[src/rtl/sc_fir_engine.sv]
// sc_fir_engine -- stochastic-computing FIR filter.
//
// Each accepted sample shifts into a TAPS-deep delay line, then a run of
// 2^N cycles evaluates every tap as a unipolar stochastic product: the
// sample stream comes from a counter comparator (cnt < x[k]) and the
// coefficient stream from a van-der-Corput comparator (bitrev(cnt) < c[k]).
// The ones of all taps are summed over the run into a binary result.
//
// Ports:
//   clock      in   single clock, rising edge
//   reset      in   synchronous, active-high
//   in_data    in   N-bit unsigned sample (value x/2^N)
//   in_valid   in   sample offered
//   in_ready   out  high only while idle; a sample is accepted on valid&&ready
//   coef_we    in   coefficient write strobe (honoured only while idle)
//   coef_addr  in   AW-bit tap index; indices >= TAPS are ignored
//   coef_data  in   N-bit unsigned coefficient
//   out        out  OW-bit filter result, held between pulses
//   out_valid  out  one-cycle pulse when out is updated
module sc_fir_engine #(
    parameter  int N    = 12,
    parameter  int TAPS = 19,
    localparam int AW   = $clog2(TAPS),
    localparam int OW   = N + 1 + AW
) (
    input  logic          clock,
    input  logic          reset,
    input  logic [N-1:0]  in_data,
    input  logic          in_valid,
    output logic          in_ready,
    input  logic          coef_we,
    input  logic [AW-1:0] coef_addr,
    input  logic [N-1:0]  coef_data,
    output logic [OW-1:0] out,
    output logic          out_valid
);

    typedef enum logic {IDLE, RUN} state_e;

    localparam logic [AW:0] TAPS_W = (AW + 1)'(TAPS);

    state_e        state_q, state_d;
    logic [N-1:0]  cnt_q, cnt_d;
    logic [OW-1:0] acc_q, acc_d;
    logic [OW-1:0] out_q, out_d;
    logic          out_valid_q, out_valid_d;
    logic [N-1:0]  x_q [TAPS];
    logic [N-1:0]  x_d [TAPS];
    logic [N-1:0]  c_q [TAPS];
    logic [N-1:0]  c_d [TAPS];

    logic [TAPS-1:0] bits;
    logic [AW:0]     ones;
    logic [N-1:0]    cnt_rev;
    logic [OW-1:0]   sum;
    logic            idle;

    function automatic logic [N-1:0] bitrev(input logic [N-1:0] v);
        logic [N-1:0] r;
        r = '0;
        for (int unsigned i = 0; i < N; i++) begin
            r[i] = v[N-1-i];
        end
        return r;
    endfunction

    // Per-tap stochastic product bits and their popcount for this cycle.
    always_comb begin
        cnt_rev = bitrev(cnt_q);
        bits    = '0;
        ones    = '0;
        for (int unsigned k = 0; k < TAPS; k++) begin
            bits[k] = (cnt_q < x_q[k]) && (cnt_rev < c_q[k]);
            ones    = ones + {{AW{1'b0}}, bits[k]};
        end
        sum = acc_q + OW'(ones);
    end

    assign idle = (state_q == IDLE);

    always_comb begin
        state_d     = state_q;
        cnt_d       = cnt_q;
        acc_d       = acc_q;
        out_d       = out_q;
        out_valid_d = 1'b0;
        x_d         = x_q;
        c_d         = c_q;

        case (state_q)
            IDLE: begin
                if (in_valid) begin
                    for (int unsigned k = TAPS - 1; k >= 1; k--) begin
                        x_d[k] = x_q[k-1];
                    end
                    x_d[0]  = in_data;
                    cnt_d   = '0;
                    acc_d   = '0;
                    state_d = RUN;
                end
            end
            RUN: begin
                acc_d = sum;
                cnt_d = cnt_q + N'(1);
                if (cnt_q == '1) begin
                    out_d       = sum;
                    out_valid_d = 1'b1;
                    state_d     = IDLE;
                end
            end
            default: state_d = IDLE;
        endcase

        // Written independently of accept so a same-edge write is already
        // in place for the run that starts on that edge.
        if (idle && coef_we && ({1'b0, coef_addr} < TAPS_W)) begin
            c_d[coef_addr] = coef_data;
        end
    end

    always_ff @(posedge clock) begin
        if (reset) begin
            state_q     <= IDLE;
            cnt_q       <= '0;
            acc_q       <= '0;
            out_q       <= '0;
            out_valid_q <= 1'b0;
            for (int unsigned k = 0; k < TAPS; k++) begin
                x_q[k] <= '0;
                c_q[k] <= '0;
            end
        end else begin
            state_q     <= state_d;
            cnt_q       <= cnt_d;
            acc_q       <= acc_d;
            out_q       <= out_d;
            out_valid_q <= out_valid_d;
            x_q         <= x_d;
            c_q         <= c_d;
        end
    end

    assign in_ready  = idle;
    assign out       = out_q;
    assign out_valid = out_valid_q;

endmodule
[config.mk]
export PLATFORM = sky130hd
export DESIGN_NAME = sc_fir_engine
export DESIGN_NICKNAME = d
export VERILOG_FILES = /design/src/rtl/sc_fir_engine.sv
export SDC_FILE = /design/constraint.sdc
export NUM_CORES = 1
export LEC_CHECK = 0
export ABC_AREA = 1
export CAP_MARGIN = 20
export CORE_ASPECT_RATIO = 1.25
export CORE_MARGIN = 1
export CORE_UTILIZATION = 57
export CTS_BUF_LIST = sky130_fd_sc_hd__clkbuf_16
export CTS_CLUSTER_DIAMETER = 150
export DETAILED_ROUTE_END_ITERATION = 10
export PLACE_DENSITY = 0.8
export SKIP_LAST_GASP = 1
export SYNTH_ARGS = -nofsm -noshare
export SYNTH_HDL_FRONTEND = slang
export SYNTH_SLANG_ARGS = --single-unit
[constraint.sdc]
create_clock -name clock -period 5.67 [get_ports clock]
set_input_delay 0.8505 -clock clock [delete_from_list [all_inputs] [get_ports clock]]
set_output_delay 0.8505 -clock clock [all_outputs]
set_load 0.01 [all_outputs]
==> impl_metrics.csv <==
group,metric,value,unit
status,outcome,"finished with violations",
status,violations,"negative setup slack",
grt,met1_usage,32.3,%
clock_tree,clock-sinks,506,
floorplanning,die_x,201,um
logic_synthesis,ys_types,45,
clock_tree,clkLatencyLatePin,0.60,ns
cells_and_area,layout.cells.non_filler,4419,
detailed_routing,postRouteWirelength,70800,um
setup_path,max_stage_delay,0.57,ns
setup_path,critPathRequiredTime,6.20,ns
floorplanning,fp-row-count,90,
logic_synthesis,synthArstFlopShare,0,%
clock_tree,htree_levels,2,
timing,finalCritPeriodShare,101,%
cells_and_area,antenna_cells,0,
floorplanning,start_util,58.0,%
timing,setup_viol,4,
detailed_routing,wl_per_cell,16.0,um
detailed_routing,ant_nets,0,
timing,timing.final.ws_setup,-0.0518,ns
place,dp_cells,4318,
timing,finalHoldViolCount,0,
place,gp_congestion,0.866,
logic_synthesis,ys_ff_latch,506,
floorplanning,dieHeight,250,um
logic_synthesis,avgSynthCellArea,7.70,um^2
timing,rsz0062_at_grt,"true",
clock_tree,ctsHoldBuffers,0,
setup_path,reg2reg_slack,-0.05,ns
floorplanning,die_area,50300,um^2
logic_synthesis,synthesis.area,28100,um^2
timing,skew,0.0207,ns
logic_synthesis,syn-num-nets,4131,
logic_synthesis,syn-instance-count,3652,
setup_path,critical_path_class,"flip-flop to flip-flop",
clock_tree,cts-buffers-inserted,51,
detailed_routing,vias,24500,
grt,grt_use_total,27.6,%
clock_tree,clockBufferDepth,3,
detailed_routing,drc,0,
power,p_leak,0.0140,uW
setup_path,worst_path_max_delay_cell,"fa_1",
logic_synthesis,ys_warn_count,0,
setup_path,cp.arrival,6.25,ns
cells_and_area,drive_gt1_share,9.09,%
clock_tree,clockRootBuffer,"clkbuf_16",
setup_path,critPathCaptureType,"flip-flop",
timing,fmax,175,MHz
detailed_routing,vias_per_cell,5.54,
clock_tree,cts_tree,"yes",
cells_and_area,nets,4217,
logic_synthesis,synth-main-ff-cell,"dfxtp_1",
place,place_hpwl,47500,um
floorplanning,top_level_ports,53,
detailed_routing,drt-pass1-iter-count,6,
grt,use_met3,3.68,%
detailed_routing,drt_iter0_markers,1655,
place,port_buffers,52,
grt,grt_pass1_vias,23200,
grt,grt_pass1_wl,114000,um
worst_hold_path,holdCritPathClass,"flip-flop to flip-flop",
timing,tightest_slew,1.24,ns
cells_and_area,fin_util,66.5,%
grt,use_met2,49.5,%
grt,grt_max_degree,293,
setup_path,crit_path_start_kind,"flip-flop",
grt,grt.overflow.total,0,
timing,drv_slew,0,
timing,slew_headroom,17.3,%
floorplanning,core-area,48500,um^2
logic_synthesis,yosysSeqAreaShare,36.0,%
cells_and_area,fillCellCount,3887,
clock_tree,clk_pin_slew,0.07,ns
setup_path,crit_buf_inv,8,
cells_and_area,syn_to_final_growth,14.6,%
grt,antenna_found_initial,0,
logic_synthesis,synth-edff-count,0,
power,total_power,8600,uW
setup_path,worstPathMaxFanout,6,
power,power_density,267,nW/um^2
power,ir_drop,0.000226,V
setup_path,crit_family,"adder cells",
timing,whs,0.450,ns
run,drv_cap,0,
timing,layout_min_cycle_time,5.72,ns
grt,grt-busiest-layer,"met2",
[metrics by stage]
step / setup TNS (ns) / setup slack (ns) / area, um^2
2_1_floorplan: 0 / 0.00917 / 28200
3_3_place_gp: -1.08 / -0.159 / 30100
3_5_place_dp: -1.84 / -0.212 / 30100
4_1_cts: -0.00484 / -0.00484 / 31900
5_1_grt: -3.43 / -0.286 / 32300
6_report: -0.108 / -0.0518 / 32300
[cell families after synthesis]
logic type,share of synthesized area [%]
buf+inv,9.35
flops,36.0
compound gates,22.2
xor+xnor,0.187
simple gates,12.0
fa+ha+maj,20.2
[Yosys cell counts (all sizes together), types with 2 or more instances]
| cell type | number | share of area, % |
|---|---|---|
| nand3 | 83 | 1.5 |
| nand3b | 2 | 0.053 |
| or2 | 4 | 0.089 |
| a21boi | 15 | 0.40 |
| a31oi | 10 | 0.22 |
| clkbuf | 121 | 1.6 |
| buf | 58 | 1.1 |
| o21a | 12 | 0.32 |
| dfxtp | 506 | 36 |
| nor3 | 25 | 0.48 |
| nor4 | 10 | 0.22 |
| nand2 | 463 | 6.2 |
| o21ai | 470 | 8.4 |
| xor2 | 5 | 0.16 |
| a211oi | 14 | 0.37 |
| nand4 | 33 | 0.79 |
| o21bai | 2 | 0.053 |
| o2111ai | 2 | 0.062 |
| fa | 14 | 1.0 |
| a21o | 3 | 0.080 |
| nor2 | 191 | 2.6 |
| a21oi | 646 | 11 |
| ha | 432 | 19 |
| o211ai | 27 | 0.72 |
| inv | 497 | 6.6 |
[metal layers]
metal,vias up,wire length [um]
li1,12500,-
met1,11200,29100
met2,612,34800
met3,203,3500
met4,0,3350
met5,-,0
[cell usage in the layout (no fill, tap or decap), types with 71 or more instances in the layout]
cell type  Yosys  layout
inv_1        494     498
o21ai_0      464     456
nand3_1       79      71
nor2_1       187     182
buf_4          1     129
nand2_1      456     441
ha_1         432     414
dfxtp_1      506     495
a21oi_1      646     634
[flip-flops by register name (all words and copies together), names as in the netlist]
signal / flops
out_valid: 1
out: 18
x_q: 228
state_q: 1
c_q: 228
acc_q: 18
cnt_q: 12
[worst register-to-register path, stage by stage (launching register included)]
cell and delay, ns:
dfxtp_4 0.38, buf_4 0.17, ha_1 0.31, a21oi_2 0.16, o21ai_2 0.09, a31oi_1 0.29, nand2_1 0.14, fa_1 0.57
inv_2 0.06, fa_1 0.55, inv_2 0.05, fa_2 0.55, fa_1 0.44, fa_1 0.45, inv_1 0.07, ha_2 0.18
inv_2 0.04, fa_2 0.36, inv_2 0.06, nand3_2 0.07, nand2_4 0.09, buf_4 0.12, buf_6 0.10, xor2_2 0.16
nand2_1 0.08, a21oi_2 0.14
[repair_timing]
item,4_1_cts,5_1_grt
setup buffers,5,7
pin swaps,19,40
setup endpoints to repair,14,32
resized for setup,48,62
cloned,1,0
[final timing paths]
check	end	cells after the start	from
setup / recovery	acc_q[4]$_SDFFE_PP0P_	25	cnt_q[1]$_SDFFE_PP0P_
hold / removal	c_q[192]$_SDFFE_PP0P_	2	c_q[192]$_SDFFE_PP0P_
setup reg to reg	acc_q[4]$_SDFFE_PP0P_	25	cnt_q[1]$_SDFFE_PP0P_
hold reg to reg	c_q[192]$_SDFFE_PP0P_	2	c_q[192]$_SDFFE_PP0P_
[power breakdown]
group	switching [uW]	total, uW	internal, uW	leakage [uW]
Combinational	982	1600	614	0.00907
Sequential	64.5	3760	3700	0.00413
Clock	1440	3250	1810	0.000800
Total	2480	8600	6120	0.0140
[final cells by class]
cell class	instances	area (um^2)	area share (%)
clock buffer	51	1280	3.96
clock inverter	39	278	0.861
inverter	498	1880	5.83
multi-input combinational	2469	15800	49.1
sequential	506	10200	31.5
tap	644	806	2.50
timing repair buffer	212	2030	6.28
Power figures use the tool's default switching activity.
